**config.mk**
```make
export PLATFORM = sky130hd
export DESIGN_NAME = chunked_addsub_ctrl
export DESIGN_NICKNAME = d
export VERILOG_FILES = /design/src/rtl/chunked_addsub_ctrl.sv
export SDC_FILE = /design/constraint.sdc
export NUM_CORES = 1
export LEC_CHECK = 0
export ABC_AREA = 0
export CORE_ASPECT_RATIO = 0.9
export CORE_MARGIN = 2
export CORE_UTILIZATION = 52
export DETAILED_ROUTE_END_ITERATION = 8
export PLACE_DENSITY = 0.79
export SLEW_MARGIN = 20
export SYNTH_ARGS = -nofsm -noshare
export SYNTH_HDL_FRONTEND = slang
export SYNTH_SLANG_ARGS = --single-unit
```
**constraint.sdc**
```tcl
create_clock -name Clk -period 4.4 [get_ports Clk]
set_clock_uncertainty 0.15 [all_clocks]
set_input_delay 0.66 -clock Clk [delete_from_list [all_inputs] [get_ports Clk]]
set_output_delay 0.66 -clock Clk [all_outputs]
set_load 0.1 [all_outputs]
```
**src/rtl/chunked_addsub_ctrl.sv**
```systemverilog
`default_nettype none
// ============================================================================
// Module  : chunked_addsub_ctrl
// Brief   : Multi-cycle add/subtract accumulator, CHUNK bits per clock.
//           Optional saturation on signed overflow: CHUNKED_ADDSUB_SAT_EN.
// Revision: 1.0 - initial release
// ============================================================================
module chunked_addsub_ctrl #(
  parameter int WIDTH = 16,
  parameter int CHUNK = 4
) (
  input  logic             Clk,
  input  logic             Reset,
  input  logic             LoadB,
  input  logic             Run,
  input  logic             Sub,
  input  logic [WIDTH-1:0] SW,
  output logic [WIDTH-1:0] B,
  output logic             C_out,
  output logic             Ovf,
  output logic             Busy,
  output logic             Done
);

  localparam int NCH  = WIDTH / CHUNK;
  localparam int IDXW = (NCH > 1) ? $clog2(NCH) : 1;

  typedef enum logic [1:0] {
    S_IDLE    = 2'd0,
    S_COMPUTE = 2'd1,
    S_DONE    = 2'd2
  } state_t;

  state_t            r_state;
  state_t            w_next;

  logic [WIDTH-1:0]  r_b;
  logic [WIDTH-1:0]  r_a;
  logic              r_carry;
  logic              r_cout;
  logic              r_ovf;
  logic [IDXW-1:0]   r_idx;
  logic              r_loadb_d;
  logic              r_run_d;

  logic              w_load_edge;
  logic              w_run_edge;
  logic              w_run_go;
  logic              w_last;
  logic [31:0]       w_base;
  logic [CHUNK-1:0]  w_bsl;
  logic [CHUNK-1:0]  w_asl;
  logic [CHUNK:0]    w_sum;
  logic              w_cin_msb;
  logic              w_ovf;

  assign w_load_edge = LoadB & ~r_loadb_d;
  assign w_run_edge  = Run & ~r_run_d;
  assign w_run_go    = w_run_edge & ~w_load_edge;
  assign w_last      = (r_idx == IDXW'(NCH - 1));

  assign w_base = 32'(r_idx) * 32'(CHUNK);
  assign w_bsl  = r_b[w_base +: CHUNK];
  assign w_asl  = r_a[w_base +: CHUNK];
  assign w_sum  = {1'b0, w_bsl} + {1'b0, w_asl} + {{CHUNK{1'b0}}, r_carry};

  // Carry into the top bit recovered from the sum bit and its two operand bits.
  assign w_cin_msb = w_sum[CHUNK-1] ^ w_bsl[CHUNK-1] ^ w_asl[CHUNK-1];
  assign w_ovf     = w_cin_msb ^ w_sum[CHUNK];

  always_ff @(posedge Clk) begin
    if (Reset) begin
      r_state <= S_IDLE;
    end else begin
      r_state <= w_next;
    end
  end

  always_comb begin
    w_next = r_state;
    case (r_state)
      S_IDLE:    if (w_run_go) w_next = S_COMPUTE;
      S_COMPUTE: if (w_last)   w_next = S_DONE;
      S_DONE:    w_next = S_IDLE;
      default:   w_next = S_IDLE;
    endcase
  end

  always_ff @(posedge Clk) begin
    if (Reset) begin
      r_b       <= '0;
      r_a       <= '0;
      r_carry   <= 1'b0;
      r_cout    <= 1'b0;
      r_ovf     <= 1'b0;
      r_idx     <= '0;
      r_loadb_d <= 1'b1;
      r_run_d   <= 1'b1;
    end else begin
      r_loadb_d <= LoadB;
      r_run_d   <= Run;
      case (r_state)
        S_IDLE: begin
          if (w_load_edge) begin
            r_b <= SW;
          end else if (w_run_edge) begin
            r_a     <= Sub ? ~SW : SW;
            r_carry <= Sub;
            r_idx   <= '0;
          end
        end
        S_COMPUTE: begin
          r_b[w_base +: CHUNK] <= w_sum[CHUNK-1:0];
          r_carry              <= w_sum[CHUNK];
          r_idx                <= r_idx + IDXW'(1);
          // Status is committed with the last slice so it is valid during DONE.
          if (w_last) begin
            r_cout <= w_sum[CHUNK];
            r_ovf  <= w_ovf;
`ifdef CHUNKED_ADDSUB_SAT_EN
            if (w_ovf) begin
              r_b <= w_sum[CHUNK-1] ? {1'b0, {(WIDTH-1){1'b1}}}
                                    : {1'b1, {(WIDTH-1){1'b0}}};
            end
`endif
          end
        end
        default: ;
      endcase
    end
  end

  assign B     = r_b;
  assign C_out = r_cout;
  assign Ovf   = r_ovf;
  assign Busy  = (r_state == S_COMPUTE);
  assign Done  = (r_state == S_DONE);

endmodule
`default_nettype wire

```
==> flow_metrics.py, run 1 <==
metrics = {
    "critical_path": {
        "crit_arrival_ns": 3.75,
        "critical_path_class": "reg -> reg",
        "cp_common_cell": "fa_1",
        "critPathMaxFanout": 15,
        "crit_chain": "mux4_2, fa_1, fa_1, a21o_1, a21oi_1, xnor3_1, xnor2_1, a211oi_2",
        "crit_required_ns": 4.47,
        "crit_family": "adder cells",
        "crit_path_max_incr_delay_ns": 0.84,
        "r2r_end": "Ovf",
        "cp-end-kind": "flop",
        "crit_buf_inv": 0,
        "start_kind": "flop",
        "crit_slowest_cell": "dfxtp_1",
        "r2r-start": "r_idx[0]",
        "reg2reg_slack_ns": 0.72,
        "rr_worst_depth": 8,
    },
    "sta": {
        "period_needed_ns": 3.68,
        "finalWorstSetupSlack_ns": 0.721,
        "max_slew_margin": 0.342,
        "hold_viol": 0,
        "fin_tns_setup_ns": 0,
        "fin_crit_sh": 0.836,
        "rsz0062_at_grt": "no",
        "drv_slew": 0,
        "max_freq_mhz": 272,
        "setup_viol": 0,
        "tightest_slew_ns": 0.984,
    },
    "clock_tree": {
        "htree_levels": 2,
        "clk_latency_ns": 0.30,
        "post_cts_buffers": 0,
        "cts_resized": 0,
        "cts_root_buffer": "clkbuf_8",
        "clkTransAtPathRegs_ns": 0.07,
        "tritoncts": "done",
        "cts_buffers": 5,
        "cts.sinks": 41,
        "clockBufferDepth": 2,
        "cts_hold_buf": 0,
    },
    "grt": {
        "grt-ovfl-total": 0,
        "grt_antenna_before_repair": 0,
        "first_global_vias": 1822,
        "grtUsageTotal": 0.254,
        "grt_max_degree": 41,
        "grt_pass1_wl_microns": 9110,
    },
    "floorplan": {
        "ios": 41,
        "die_w_microns": 72.8,
        "fp-row-count": 22,
        "core_area_sq_mm": 0.00407,
        "die_area_sq_mm": 0.00480,
        "initial_core_util": 0.544,
        "die_y_microns": 65.9,
    },
    "detailed_routing": {
        "wl_per_cell_microns": 17.5,
        "vias": 1887,
        "final_antenna_net_count": 0,
        "via_per_inst": 5.95,
        "dr.pass1.iters": 4,
        "drt_wl_total_microns": 5530,
        "drtIter0Drc": 191,
        "drc_errors": 0,
    },
    "synthesis": {
        "synth_top_flop_cell": "dfxtp_1",
        "syn-cell-area_sq_mm": 0.00222,
        "yosys_warnings": 0,
        "ys_ff_latch": 41,
        "syn_avg_cell_area_sq_um": 9.39,
        "synth_cells": 236,
        "ys_seq_area_frac": 0.370,
        "yosysTopAreaCell": "dfxtp_1",
        "synth.most_common_cell": "nor2_1",
        "synth.net_count": 266,
        "synthTopCellsByCount": "nor2_1, dfxtp_1, a211oi_1",
        "synth_area_leaders": "dfxtp_1, a211oi_1, mux4_2, nor2_1, xnor2_1",
        "synth-edff-count": 0,
        "synth_top_area_frac": 0.370,
        "post_synth_num_cell_types": 36,
        "synthArstFlopShare": 0,
    },
    "cells_and_area": {
        "fillers": 327,
        "nets": 298,
        "layout-drive-gt1-share": 0.0781,
        "finish.utilization": 0.662,
        "n_antenna_cell": 0,
        "multi_input_area_sq_mm": 0.00131,
        "area_growth_pct": 21.6,
        "seqCellArea_sq_um": 821,
    },
    "power_and_ir_drop": {
        "share_seq_of_total_power": 0.464,
        "share_comb_of_total_power": 0.264,
        "p_switching_mw": 0.290,
        "p_clk_frac": 0.272,
        "power_density_mw_per_mm2": 326,
        "switching_share": 0.330,
        "vdd_drop_max_uv": 257,
        "intPower_mw": 0.589,
        "p_leak_nw": 0.946,
    },
    "hold_path": {
        "min_from": "r_a[8]",
        "holdPathEnd": "r_a[8]",
        "holdPathStages": 2,
        "hp-class": "reg -> reg",
    },
    "outcome": {
        "outcome": "finished, final reports clean",
    },
    "placement": {
        "dp_slack_ns": 0.741,
        "dp_hpwl_microns": 4020,
        "io_buffers": 40,
        "place_congestion": 0.943,
    },
    "flow_run": {
        "drv_cap": 0,
    },
}
-- area by class of cell --
cell class / instances / share of cell area
Timing Repair Buffer: 41 / 0.151
Sequential cell: 41 / 0.305
Inverter: 5 / 0.00696
Tap cell: 48 / 0.0223
Multi-Input combinational cell: 174 / 0.485
Clock buffer: 8 / 0.0297
-- placed cells by master (no fill, tap or decap), drive strengths merged --
| cell | n |
|---|---|
| dfxtp | 41 |
| inv | 5 |
| xnor2 | 18 |
| ha | 7 |
| nor3 | 10 |
| nand2 | 6 |
| a22oi | 2 |
| nand2b | 2 |
| fa | 2 |
| clkdlybuf4s50 | 40 |
| o21a | 9 |
| and3 | 1 |
| a311oi | 1 |
| buf | 1 |
| clkbuf | 8 |
| xnor3 | 1 |
| nor2b | 1 |
| mux4 | 8 |
| a21oi | 12 |
| a21o | 2 |
| or2 | 2 |
| and4 | 2 |
| a211oi | 35 |
| nand3 | 1 |
| nor4b | 1 |
| nor2 | 43 |
| or4b | 1 |
| o21ai | 5 |
| xor2 | 1 |
| and4b | 1 |
-- per-layer routing --
metal,share of wire,vias up,global-route usage
met4,0.022,0,0.106
met1,0.42,875,0.338
met3,0.083,12,0.0701
met2,0.47,75,0.388
li1,-,925,-
met5,0,-,0
-- registers in the layout, indices dropped and copies added, names as in the netlist --
name and cells:
B 16, C_out 1, Ovf 1, r_a 16, r_carry 1, r_idx 2, r_loadb_d 1, r_run_d 1
r_state 2
-- how the worst max path moves through the flow --
stage | startpoint | to | cells past startpoint
2_1_floorplan | B[12] | Ovf | 8
3_3_place_gp | r_idx[0] | Ovf | 8
3_5_place_dp | r_idx[0] | Ovf | 8
4_1_cts | r_idx[0] | Ovf | 8
5_1_grt | r_idx[0] | Ovf | 8
6_report | r_idx[0] | Ovf | 8
-- power groups by stage --
stage / clock [mW] / sequential (mW) / combinational, mW
detailed placement: 0 / 0.416 / 0.230
CTS: 0.244 / 0.408 / 0.231
finish: 0.239 / 0.408 / 0.232
global route: 0.263 / 0.411 / 0.246
floorplan: 0 / 0.477 / 0.105
global placement: 0 / 0.416 / 0.228
-- tightest hold or removal path, delay by kind of cell, from the launching register on --
kind	cells	cell delay [ns]
compound gates	1	0.05
flops	1	0.31
simple gates	1	0.09
-- through the flow --
step / cells / power (mW) / area [sq um] / hold slack [ns]
2_1_floorplan: 236 / 0.582 / 2220 / 0.323
3_3_place_gp: 309 / 0.644 / 2620 / 0.337
3_5_place_dp: 309 / 0.647 / 2620 / 0.341
4_1_cts: 317 / 0.883 / 2700 / 0.352
5_1_grt: 317 / 0.920 / 2700 / 0.368
6_report: 317 / 0.879 / 2700 / 0.349
-- cell families (layout without fill, tap and decap cells) --
group / count (synthesis) / in the layout / synth area share
xor+xnor: 20 / 20 / 0.0887
mux: 8 / 8 / 0.0830
flops: 41 / 41 / 0.370
simple gates: 71 / 71 / 0.154
compound gates: 66 / 66 / 0.207
buf+inv: 21 / 54 / 0.0395
fa+ha+maj: 9 / 9 / 0.0576
Power figures use the tool's default switching activity.
==> run 2, diff against run 1 <==
Settings changed: CORE_UTILIZATION 52 to 47, PLACE_DENSITY 0.79 to 0.76.
Clock period 4.4 ns to 3.2 ns, I/O delays scaled along.
==> run 2 against run 1 <==
  * Sequential share of layout area fell by 0.26 points
  * Flip-flop and latch count unchanged
  * Maximum frequency grew 23%
  * Global-route usage decreased by 3.2 points
  * Wire length is 2.7% higher
  * Clock-buffer cell count fell by 2
  * Combinational power grew 41%
  * Final area is 1.6% higher
  * Largest cell class unchanged
  * Largest power group unchanged
==> flow_metrics.py, run 2 (synthesis gave the netlist of run 1 again) <==
metrics = {
    "sta": {
        "hold_viol": 0,
        "max_freq_mhz": 334,
        "drv_slew": 0,
        "period_needed_ns": 2.99,
        "finalWorstSetupSlack_ns": 0.210,
        "setup_viol": 0,
        "rsz0062_at_grt": "no",
        "max_slew_margin": 0.354,
        "fin_crit_sh": 0.934,
        "fin_tns_setup_ns": 0,
        "tightest_slew_ns": 0.966,
    },
    "floorplan": {
        "ios": 41,
        "initial_core_util": 0.494,
        "die_area_sq_mm": 0.00528,
        "die_w_microns": 76.4,
        "core_area_sq_mm": 0.00449,
        "die_y_microns": 69.1,
        "fp-row-count": 23,
    },
    "clock_tree": {
        "cts_resized": 0,
        "htree_levels": 2,
        "cts.sinks": 41,
        "cts_hold_buf": 0,
        "cts_root_buffer": "clkbuf_8",
        "cts_buffers": 5,
        "clk_latency_ns": 0.29,
        "clockBufferDepth": 2,
        "clkTransAtPathRegs_ns": 0.08,
        "tritoncts": "done",
        "post_cts_buffers": 0,
    },
    "placement": {
        "place_congestion": 0.897,
        "io_buffers": 40,
        "dp_slack_ns": 0.0793,
        "dp_hpwl_microns": 4350,
    },
    "detailed_routing": {
        "drt_wl_total_microns": 5680,
        "drtIter0Drc": 182,
        "dr.pass1.iters": 4,
        "wl_per_cell_microns": 16.8,
        "vias": 1942,
        "via_per_inst": 5.75,
        "final_antenna_net_count": 0,
        "drc_errors": 0,
    },
    "critical_path": {
        "crit_slowest_cell": "mux4_2",
        "critical_path_class": "reg -> reg",
        "crit_family": "adder cells",
        "cp-end-kind": "flop",
        "crit_buf_inv": 0,
        "crit_path_max_incr_delay_ns": 0.54,
        "crit_required_ns": 3.26,
        "start_kind": "flop",
        "crit_arrival_ns": 3.05,
        "crit_chain": "mux4_2, fa_2, fa_1, a21o_1, a21oi_1, xnor3_1, xnor2_1, a211oi_2",
        "critPathMaxFanout": 4,
    },
    "power_and_ir_drop": {
        "share_comb_of_total_power": 0.269,
        "p_clk_frac": 0.271,
        "power_density_mw_per_mm2": 443,
        "intPower_mw": 0.808,
        "p_leak_nw": 1.03,
        "vdd_drop_max_uv": 302,
        "p_switching_mw": 0.406,
        "switching_share": 0.334,
        "share_seq_of_total_power": 0.461,
    },
    "grt": {
        "grt_antenna_before_repair": 0,
        "grt_max_degree": 33,
        "grtUsageTotal": 0.223,
        "grt-ovfl-total": 0,
        "first_global_vias": 1820,
        "grt_pass1_wl_microns": 9490,
    },
    "cells_and_area": {
        "area_growth_pct": 23.6,
        "final_cell_mix": "nor2_1, dfxtp_1, a211oi_1",
        "layout-drive-gt1-share": 0.203,
        "final_common_cell": "nor2_1",
        "n_antenna_cell": 0,
        "nets": 305,
    },
    "hold_path": {
        "hp-class": "reg -> reg",
    },
    "flow_run": {
        "drv_cap": 0,
    },
    "outcome": {
        "outcome": "finished, final reports clean",
    },
}
## run 2: worst min-delay path: cells and delay by family (launching register included)
family	cells	cell delay (ns)
AOI/OAI and AO/OA	1	0.05
and+or+nand+nor	1	0.09
DFF	1	0.31
## run 2: path summary, 6_finish.rpt
path | startpoint | to | slack (ns) | cells past startpoint
max | r_idx[0] | Ovf | 0.21 | 8
min | r_a[11] | r_a[11] | 0.35 | 2
max reg2reg | r_idx[0] | Ovf | 0.21 | 8
min reg2reg | r_a[11] | r_a[11] | 0.35 | 2
## run 2: per-layer routing
layer,part of all wire,GRT usage,vias to the layer above
li1,-,-,936
met1,0.45,0.322,934
met2,0.47,0.347,70
met3,0.079,0.0537,2
met4,0.0030,0.0323,0
met5,0,0,-
## run 2: area by class of cell
class | instances | area (sq um)
fillers | 411 | 1750
multi-input cells | 174 | 1310
flip-flops and latches | 41 | 827
repair buffers | 48 | 423
well taps | 62 | 77.6
clock buffers | 6 | 72.6
inverters | 5 | 18.8
clock inverters | 2 | 10.0
## run 2: through the flow
step	utilization	instances	total power, mW	hold slack (ns)	instance area [sq um]
3_3_place_gp	0.591	330	0.888	0.338	2650
3_5_place_dp	0.591	330	0.893	0.346	2650
5_1_grt	0.610	338	1.26	0.373	2740
6_report	0.610	338	1.21	0.350	2740
2_1_floorplan	-	236	0.802	0.323	2230
4_1_cts	0.609	338	1.22	0.356	2740
## run 2: power groups by stage
stage | logic, mW | clock network [mW] | registers (mW)
floorplan | 0.145 | 0 | 0.656
global placement | 0.319 | 0 | 0.570
detailed placement | 0.322 | 0 | 0.570
CTS | 0.324 | 0.334 | 0.558
global route | 0.348 | 0.349 | 0.562
finish | 0.326 | 0.329 | 0.559
==> run 3, diff against run 2 <==
Settings changed: CORE_UTILIZATION 47 to 54, DONT_BUFFER_PORTS set to 1, PLACE_DENSITY 0.76 to 0.72.
==> run 3 against run 2 <==
  * Register-to-register slack lost 0.04 ns
  * Clock power fell by 4%
  * Cell count decreased by 12%
  * Flip-flop and latch count unchanged
  * Sequential power is 0.7% lower
  * Global-route usage up 3.4 points
  * Largest cell class unchanged
==> flow_metrics.py, run 3 (synthesis gave the netlist of run 1 again) <==
metrics = {
    "critical_path": {
        "crit_path_max_incr_delay_ns": 0.53,
        "start_kind": "flop",
        "crit_buf_inv": 0,
        "critical_path_class": "reg -> reg",
        "crit_arrival_ns": 3.10,
        "r2r_end": "Ovf",
        "crit_chain": "mux4_2, fa_1, fa_1, a21o_1, a21oi_1, xnor3_1, xnor2_1, a211oi_2",
        "crit_family": "adder cells",
        "path_depth": 8,
        "crit_required_ns": 3.27,
        "reg2reg_slack_ns": 0.17,
        "critPathMaxFanout": 4,
        "crit_end": "Ovf",
        "cp_common_cell": "fa_1",
        "crit_slowest_cell": "mux4_2",
        "cp-end-kind": "flop",
        "startpoint": "r_idx[0]",
        "r2r-start": "r_idx[0]",
        "rr_worst_depth": 8,
    },
    "hold_path": {
        "hp-class": "in -> reg",
        "holdPathStages": 1,
        "min_from": "Reset",
    },
    "detailed_routing": {
        "drtIter0Drc": 138,
        "dr_wl_met3_microns": 476,
        "dr_wl_met2_microns": 2590,
        "via_per_inst": 6.24,
        "final_antenna_net_count": 0,
        "wl_per_cell_microns": 18.9,
        "drt-met1-wl_microns": 2480,
        "drt_wl_total_microns": 5620,
        "highest_layer": "met4",
        "vias": 1853,
        "drc_errors": 0,
        "dr.pass1.iters": 4,
    },
    "placement": {
        "place_inst": 291,
        "place_congestion": 0.923,
        "dp_slack_ns": 0.130,
        "io_buffers": 0,
        "dp_hpwl_microns": 4150,
    },
    "grt": {
        "grt-ovfl-total": 0,
        "first_global_vias": 1760,
        "grt_antenna_before_repair": 0,
        "grt_pass1_wl_microns": 9080,
        "grt_max_degree": 42,
        "grtUsageTotal": 0.256,
    },
    "clock_tree": {
        "cts_root_buffer": "clkbuf_8",
        "tritoncts": "done",
        "clkTransAtPathRegs_ns": 0.08,
        "cts_hold_buf": 0,
        "cts_buffers": 5,
        "htree_levels": 2,
        "cts.sinks": 41,
        "clockBufferDepth": 2,
        "clk_latency_ns": 0.29,
        "post_cts_buffers": 0,
    },
    "cells_and_area": {
        "final_common_cell": "nor2_1",
        "final_cell_mix": "nor2_1, dfxtp_1, a211oi_1",
        "n_antenna_cell": 0,
        "area_growth_pct": 11.1,
        "nets": 280,
        "layout-drive-gt1-share": 0.201,
        "stdcell_count": 297,
    },
    "floorplan": {
        "core_area_sq_mm": 0.00402,
        "ios": 41,
        "die_w_microns": 71.5,
        "die_area_sq_mm": 0.00463,
        "die_y_microns": 64.8,
        "fp-row-count": 22,
        "initial_core_util": 0.551,
    },
    "sta": {
        "tightest_slew_ns": 0.984,
        "hold_viol": 0,
        "rsz0062_at_grt": "no",
        "fin_tns_setup_ns": 0,
        "drv_slew": 0,
        "max_freq_mhz": 330,
        "fin_crit_sh": 0.946,
        "period_needed_ns": 3.03,
        "finalWorstSetupSlack_ns": 0.173,
        "max_slew_margin": 0.343,
        "setup_viol": 0,
    },
    "power_and_ir_drop": {
        "vdd_drop_max_uv": 280,
        "p_leak_nw": 0.917,
        "power_density_mw_per_mm2": 468,
        "finalPower_mw": 1.15,
    },
    "outcome": {
        "outcome": "finished, final reports clean",
    },
    "flow_run": {
        "drv_cap": 0,
    },
}
## run 3: changes by cell type in the layout (fill, tap and decap cells not counted)
cell / change
fa_2: -1
clkbuf_1: -1
nor2_2: +1
clkinv_2: -1
buf_12: -1
buf_4: -4
clkdlybuf4s50_1: -20
nor2_1: -1
fa_1: +1
## run 3: per-layer routing
| layer | vias up | global-route usage |
|---|---|---|
| li1 | 886 | - |
| met1 | 880 | 0.363 |
| met4 | 0 | 0.0637 |
| met3 | 10 | 0.0653 |
| met5 | - | 0 |
| met2 | 77 | 0.392 |
## run 3: per-stage QoR
stage | hold WS (ns) | utilization | instance area (sq um)
3_5_place_dp | 0.336 | 0.594 | 2390
3_3_place_gp | 0.330 | 0.594 | 2390
4_1_cts | 0.0918 | 0.612 | 2460
5_1_grt | 0.0849 | 0.613 | 2460
6_report | 0.107 | 0.613 | 2460
2_1_floorplan | 0.323 | - | 2230
## run 3: final cells by class
class	instances	area [sq um]
timing repair buffer	23	173
clock buffer	5	68.8
clock inverter	1	5.00
fill	347	1560
sequential	41	827
tap	48	60.1
multi-input combinational	174	1310
inverter	5	18.8
## run 3: worst min-delay path by stage
stage	endpoint	slack [ns]
2_1_floorplan	r_a[7]	0.32
3_3_place_gp	r_a[11]	0.33
3_5_place_dp	r_a[8]	0.34
4_1_cts	B[0]	0.09
5_1_grt	B[12]	0.08
6_report	B[12]	0.11
## run 3: power by group
part / leakage, nW / total, mW / switching (mW) / internal (mW)
clock: 0.0399 / 0.317 / 0.174 / 0.144
sequential: 0.337 / 0.555 / 0.0175 / 0.538
combinational: 0.540 / 0.279 / 0.186 / 0.0932
total: 0.917 / 1.15 / 0.377 / 0.775
## run 3: timing repair
item,4_1_cts,5_1_grt
setup endpoints to repair,0,1
endpoints found under the hold margin,0,0
gates resized for setup,0,1
